## config.mk

```make
export PLATFORM = sky130hd
export DESIGN_NAME = apb_mem_slave
export DESIGN_NICKNAME = d
export VERILOG_FILES = /design/src/rtl/apb_mem_slave.sv
export SDC_FILE = /design/constraint.sdc
export NUM_CORES = 2
export LEC_CHECK = 0
export ABC_CLOCK_PERIOD_IN_PS = 2300
export BUFFER_PORTS_ARGS = -buffer_cell sky130_fd_sc_hd__buf_2
export CORE_ASPECT_RATIO = 0.75
export CORE_UTILIZATION = 35
export CTS_CLUSTER_DIAMETER = 100
export DETAILED_ROUTE_END_ITERATION = 8
export HOLD_SLACK_MARGIN = 0.03
export PLACE_DENSITY = 0.6
export RECOVER_POWER = 25
export SYNTH_ARGS = -nofsm -noshare
export SYNTH_HDL_FRONTEND = slang
export SYNTH_SLANG_ARGS = --single-unit
```

## constraint.sdc

```tcl
create_clock -name pclk -period 2.3 [get_ports pclk]
set_clock_uncertainty 0.2 [all_clocks]
set_input_delay 0 -clock pclk [delete_from_list [all_inputs] [get_ports pclk]]
set_output_delay 0 -clock pclk [all_outputs]
set_load 0.01 [all_outputs]
```

## src/rtl/apb_mem_slave.sv

```systemverilog
// APB word-organised memory slave with configurable wait states, byte-lane
// strobes and slave-error response for addresses beyond the memory depth.
module apb_mem_slave #(
  parameter int DATA_WIDTH  = 32,
  parameter int ADDR_WIDTH  = 12,
  parameter int DEPTH       = 64,
  parameter int WAIT_STATES = 0
) (
  input  logic                    pclk,
  input  logic                    presetn,
  input  logic                    psel,
  input  logic                    penable,
  input  logic                    pwrite,
  input  logic [ADDR_WIDTH-1:0]   paddr,
  input  logic [DATA_WIDTH-1:0]   pwdata,
  input  logic [DATA_WIDTH/8-1:0] pstrb,
  output logic                    pready,
  output logic [DATA_WIDTH-1:0]   prdata,
  output logic                    pslverr
);

  localparam int BYTES  = DATA_WIDTH / 8;
  localparam int OFFS   = (BYTES > 1) ? $clog2(BYTES) : 0;
  localparam int IDX_W  = ADDR_WIDTH - OFFS;
  localparam int MEM_AW = (DEPTH > 1) ? $clog2(DEPTH) : 1;
  localparam logic [IDX_W:0] DEPTH_L  = (IDX_W + 1)'(DEPTH);
  localparam logic [3:0]     CNT_INIT = (WAIT_STATES > 0) ? 4'(WAIT_STATES - 1) : 4'd0;

  typedef enum logic [1:0] {ST_IDLE, ST_WAIT, ST_DONE} state_t;

  state_t state, state_next;

  logic [3:0]            cnt;
  logic                  lat_write;
  logic                  lat_err;
  logic [MEM_AW-1:0]     lat_idx;
  logic [DATA_WIDTH-1:0] lat_wdata;
  logic [BYTES-1:0]      lat_strb;
  logic [DATA_WIDTH-1:0] mem [DEPTH];

  logic [IDX_W-1:0]  setup_idx;
  logic              setup_err;
  logic              done_write;
  logic              done_err;
  logic [MEM_AW-1:0] done_idx;
  logic              do_setup, do_dec, do_done, do_clear, do_commit;

  assign setup_idx = paddr[ADDR_WIDTH-1:OFFS];
  assign setup_err = {1'b0, setup_idx} >= DEPTH_L;

  if (OFFS > 0) begin : g_offs
    logic unused_offs;
    assign unused_offs = ^paddr[OFFS-1:0];
  end

  // With no wait states DONE is entered straight from the setup edge, so the
  // completion response must come from the live bus rather than the latches.
  assign done_write = (state == ST_IDLE) ? pwrite : lat_write;
  assign done_err   = (state == ST_IDLE) ? setup_err : lat_err;
  assign done_idx   = (state == ST_IDLE) ? setup_idx[MEM_AW-1:0] : lat_idx;

  always_comb begin
    state_next = state;
    do_setup   = 1'b0;
    do_dec     = 1'b0;
    do_done    = 1'b0;
    do_clear   = 1'b0;
    do_commit  = 1'b0;
    case (state)
      ST_IDLE: begin
        if (psel && !penable) begin
          do_setup = 1'b1;
          if (WAIT_STATES == 0) begin
            state_next = ST_DONE;
            do_done    = 1'b1;
          end else begin
            state_next = ST_WAIT;
          end
        end
      end
      ST_WAIT: begin
        if (!psel) begin
          state_next = ST_IDLE;
        end else if (cnt == 4'd0) begin
          state_next = ST_DONE;
          do_done    = 1'b1;
        end else begin
          do_dec = 1'b1;
        end
      end
      ST_DONE: begin
        if (!psel) begin
          state_next = ST_IDLE;
          do_clear   = 1'b1;
        end else if (penable) begin
          state_next = ST_IDLE;
          do_clear   = 1'b1;
          do_commit  = lat_write && !lat_err;
        end
      end
      default: state_next = ST_IDLE;
    endcase
  end

  always_ff @(posedge pclk or negedge presetn) begin
    if (!presetn) begin
      state     <= ST_IDLE;
      cnt       <= 4'd0;
      pready    <= 1'b0;
      pslverr   <= 1'b0;
      prdata    <= '0;
      lat_write <= 1'b0;
      lat_err   <= 1'b0;
      lat_idx   <= '0;
      lat_wdata <= '0;
      lat_strb  <= '0;
      for (int i = 0; i < DEPTH; i++) mem[i] <= '0;
    end else begin
      state <= state_next;
      if (do_setup) begin
        lat_write <= pwrite;
        lat_err   <= setup_err;
        lat_idx   <= setup_idx[MEM_AW-1:0];
        lat_wdata <= pwdata;
        lat_strb  <= pstrb;
        cnt       <= CNT_INIT;
      end else if (do_dec) begin
        cnt <= cnt - 4'd1;
      end
      if (do_done) begin
        pready  <= 1'b1;
        pslverr <= done_err;
        prdata  <= (!done_write && !done_err) ? mem[done_idx] : '0;
      end else if (do_clear) begin
        pready  <= 1'b0;
        pslverr <= 1'b0;
      end
      if (do_commit) begin
        for (int b = 0; b < BYTES; b++) begin
          if (lat_strb[b]) mem[lat_idx][b*8 +: 8] <= lat_wdata[b*8 +: 8];
        end
      end
    end
  end

endmodule

```

==> metrics.md <==
| Metric | Value |
|---|---|
| Post-synthesis mux area share | `0.264` |
| Routed WL | `375,000 um` |
| CP top delay family | `buffers and inverters` |
| Global-route wire length before repair | `540,000 um` |
| Synth Area in Simple Gates | `0.127` |
| Critical path data arrival time | `3.58 ns` |
| Initial DRT Pass Iterations | `6` |
| Worst-Margin Slew | `1.33 ns` |
| Yosys top cell area share | `0.534` |
| RSZ-0062 raised after global routing | `yes` |
| Share of cells above drive strength 1 | `0.465` |
| Final worst-path cycle share | `1.30` |
| CP required | `2.88 ns` |
| Area growth from synthesis to layout | `33.7%` |
| Hold crit path type | `in2reg` |
| Num rows | `169` |
| Slew headroom | `0.110` |
| Initial Util | `0.352` |
| Post-synthesis xor/xnor area fraction | `0.000176` |
| Fin worst setup slack | `-0.697 ns` |
| CTS buffer count | `219` |
| Max Slew Vio Count | `0` |
| Ys flop type | `dfrtp_1` |
| H-tree Lvls | `4` |
| Syn Std Cell Area | `99,700 um2` |
| Die Y | `464 um` |
| Placed Cells | `13,000` |
| Final Hold Vio Count | `0` |
| Synth area leaders | `dfrtp_1 53%, mux2_2 23%, nand2_1 6.4%, nand3_1 3.8%, mux2i_1 2.3%` |
| Detail Placement HPWL | `248,000 um` |
| Critical path class | `reg2reg` |
| Synth Area in Adders | `0.000126` |
| Power Dens Cells | `1080 nW/um2` |
| Via count | `77,300` |
| Min cycle time layout | `3.00 ns` |
| Sequential share of the synthesized area | `0.534` |
| Detailed Route Iter0 Violations | `8,025` |
| GP Congestion | `0.933` |
| Die ar. | `287,000 um2` |
| Initial antenna violation count | `20` |
| Worst skew pair latency | `0.93 ns` |
| Mean Syn Cell Area | `11.6 um2` |
| Syn_nets | `8,660` |
| GRT Residual Overflow | `0` |
| Crit path capture type | `register` |
| Register bit total from synthesis | `2,127` |
| Max cap viols | `0` |
| Buf/Inv on CP | `5` |
| Vias in the first global route | `77,400` |
| Core Footprint | `283,000 um2` |
| Number of port buffers | `84` |
| Synth Area in Compound Gates | `0.0447` |
| Worst path max stage delay | `0.45 ns` |
| Worst vdd ir | `1.83 mV` |
| CTS root buf | `clkbuf_16` |
| Outcome | `finished, violations left` |
| IO Count | `87` |
| CP startpoint kind | `register` |
| Critical-path top delay cell | `dfrtp_2` |
| DRC viols | `0` |
| Leak pwr | `60.8 nW` |
| Cells after Synth | `8,606` |
| DR WL/cell | `27.4 um` |
| Clk buf depth | `4` |
| Fin Setup TNS | `-1019.19 ns` |
| DRT antenna net count | `0` |
| Total Power | `143 mW` |
| Area leader, netlist | `dfrtp_1` |
| Largest net degree at the start of global routing | `110` |
| CTS tree | `yes` |
| Layout Cells excl Fill | `13,700` |
| Reg clk slew, reported paths | `0.06 ns` |
| Critical-path cell list | `buf_12 > mux2i_4 > buf_12 > buf_4 > bufbuf_16 > buf_4 > nand2_1 > nand3_1 > nand3_1 > o22ai_1 > nand3_2 > o2111ai_2` |
| Async S/R FF share, synth | `1.00` |
| Final Setup Violations | `3,434` |
| Clk sinks | `2,127` |
| Number of distinct library cells after synthesis | `71` |
| Via density | `5.66` |
| Largest family of logic cells by synthesized area | `multiplexers` |
| Yosys synthesis warning count | `0` |
| Global Route Usage Sum | `0.252` |
| Fin nets | `9,798` |
| CP Max Fanout | `10` |
| Post-place setup slack | `-0.889 ns` |
| Fmax | `334 MHz` |
| Violated checks | `setup timing` |
| Min Hold Slack | `0.167 ns` |
| Post-synth EDFFs | `0` |
| Die Span X | `618 um` |
## synthesized netlist by cell type, types with 6 or more instances
library cell     n
o21ai_0         40
a311oi_1        43
o211ai_1        20
buf_2          229
buf_1           57
o22ai_1         30
dfrtp_1       2127
o21ai_1         13
inv_1            7
nand2_1       1700
a21o_1          11
a221oi_2         8
nor2_2         243
clkbuf_1       310
and3_1          64
a221oi_1        44
o2111ai_1       20
mux2_1          29
nand4_1         23
nor2_1          39
o211a_1          6
a211oi_1        18
a31oi_1         43
mux2i_1        233
buf_4           26
nor2b_1          9
mux2_2        2060
buf_6           21
mux4_2          15
a32oi_1         50
nand3_1        747
a21oi_1        168
nor3_1           9
o31ai_1         25
a32o_1          39
## cells in the final DEF (no fill, tap or decap), types with 27 or more instances in the layout
cell and n:
a32oi_1 28, a31oi_1 35, a32o_1 34, nand3_1 661, nand2_2 27, buf_12 455, a21oi_1 120, and3_1 51
clkbuf_16 242, nand3_2 76, a21oi_2 44, clkinv_2 30, buf_6 73, buf_8 28, mux2_4 456, mux2_1 29
mux2i_1 204, dlygate4sd3_1 93, clkbuf_1 49, dfrtp_2 31, mux2_2 1603, nand2_1 1662, buf_16 54, dfrtp_1 2094
nor2_4 97, nor2_2 162, buf_2 83, a221oi_2 29, buf_4 741, clkbuf_8 55
## final timing paths
check	end	slack (ns)	cells after the start	start
setup / recovery	prdata[22]$_DFFE_PN0P_	-0.70	12	state[1]$_DFFE_PN0P_
hold / removal	lat_wdata[4]$_DFFE_PN0P_	0.17	4	pwdata[4]
setup reg to reg	prdata[22]$_DFFE_PN0P_	-0.70	12	state[1]$_DFFE_PN0P_
hold reg to reg	mem[1457]$_DFFE_PN0P_	0.29	1	mem[1457]$_DFFE_PN0P_
max in group asynchronous	mem[790]$_DFFE_PN0P_	-0.53	6	presetn
min in group asynchronous	mem[1884]$_DFFE_PN0P_	0.71	4	presetn
## cell type report
type                            instances  area (um2)
Inverter                                9        38.8
Clock buffer                          326        6520
Antenna cell                            7        17.5
Fill cell                           24800      150000
Multi-Input combinational cell       5825       48500
Tap cell                             3762        4710
Sequential cell                      2127       53300
Timing Repair Buffer                 1562       19500
Clock inverter                         56         673
## sequential cells by signal, summed over array words and instances, names as in the netlist
name and count:
state 1, lat_write 1, mem 2048, lat_wdata 32
pready 1, prdata 32, lat_strb 4, pslverr 1
lat_idx 6, lat_err 1
## worst reg2reg max path, cell delays in order, from the launching register on
cell       delay (ns)
dfrtp_2          0.45
buf_12           0.13
mux2i_4          0.33
buf_12           0.22
buf_4            0.17
bufbuf_16        0.28
buf_4            0.13
nand2_1          0.06
nand3_1          0.10
nand3_1          0.20
o22ai_1          0.28
nand3_2          0.19
o2111ai_2        0.11
## routing by layer
| metal | GRT usage | share of wire | up-vias |
|---|---|---|---|
| met3 | 0.0578 | 0.097 | 669 |
| met2 | 0.361 | 0.42 | 3449 |
| met4 | 0.0878 | 0.039 | 6 |
| li1 | - | - | 32600 |
| met5 | 0 | 0.00010 | - |
| met1 | 0.370 | 0.44 | 40600 |
## kinds of logic after synthesis
logic type | after synthesis
mux | 2341
xor+xnor | 2
buf+inv | 654
fa+ha+maj | 1
flops | 2127
compound gates | 622
simple gates | 2859
## power by group
group          total, mW  internal [mW]  switching [mW]
clock               36.5           20.9            15.6
combinational       65.7           25.5            40.2
sequential          41.0           38.4            2.65
## repair_timing
action                                  4_1_cts  5_1_grt
gates resized for setup                     470      849
endpoints found under the setup margin     2113     2121
pin swaps                                   152      231
cloned                                       35       21
hold buffers                                 94        0
buffers inserted                             90       69
endpoints found under the hold margin      2201        0
## metrics by stage
step	util	cell area, um2
after global routing	0.471	133000
after global placement	0.412	117000
after floorplan	-	99800
after detailed placement	0.412	117000
final	0.471	133000
after CTS	0.455	129000
Note: power is estimated with default switching activity, not from simulation.
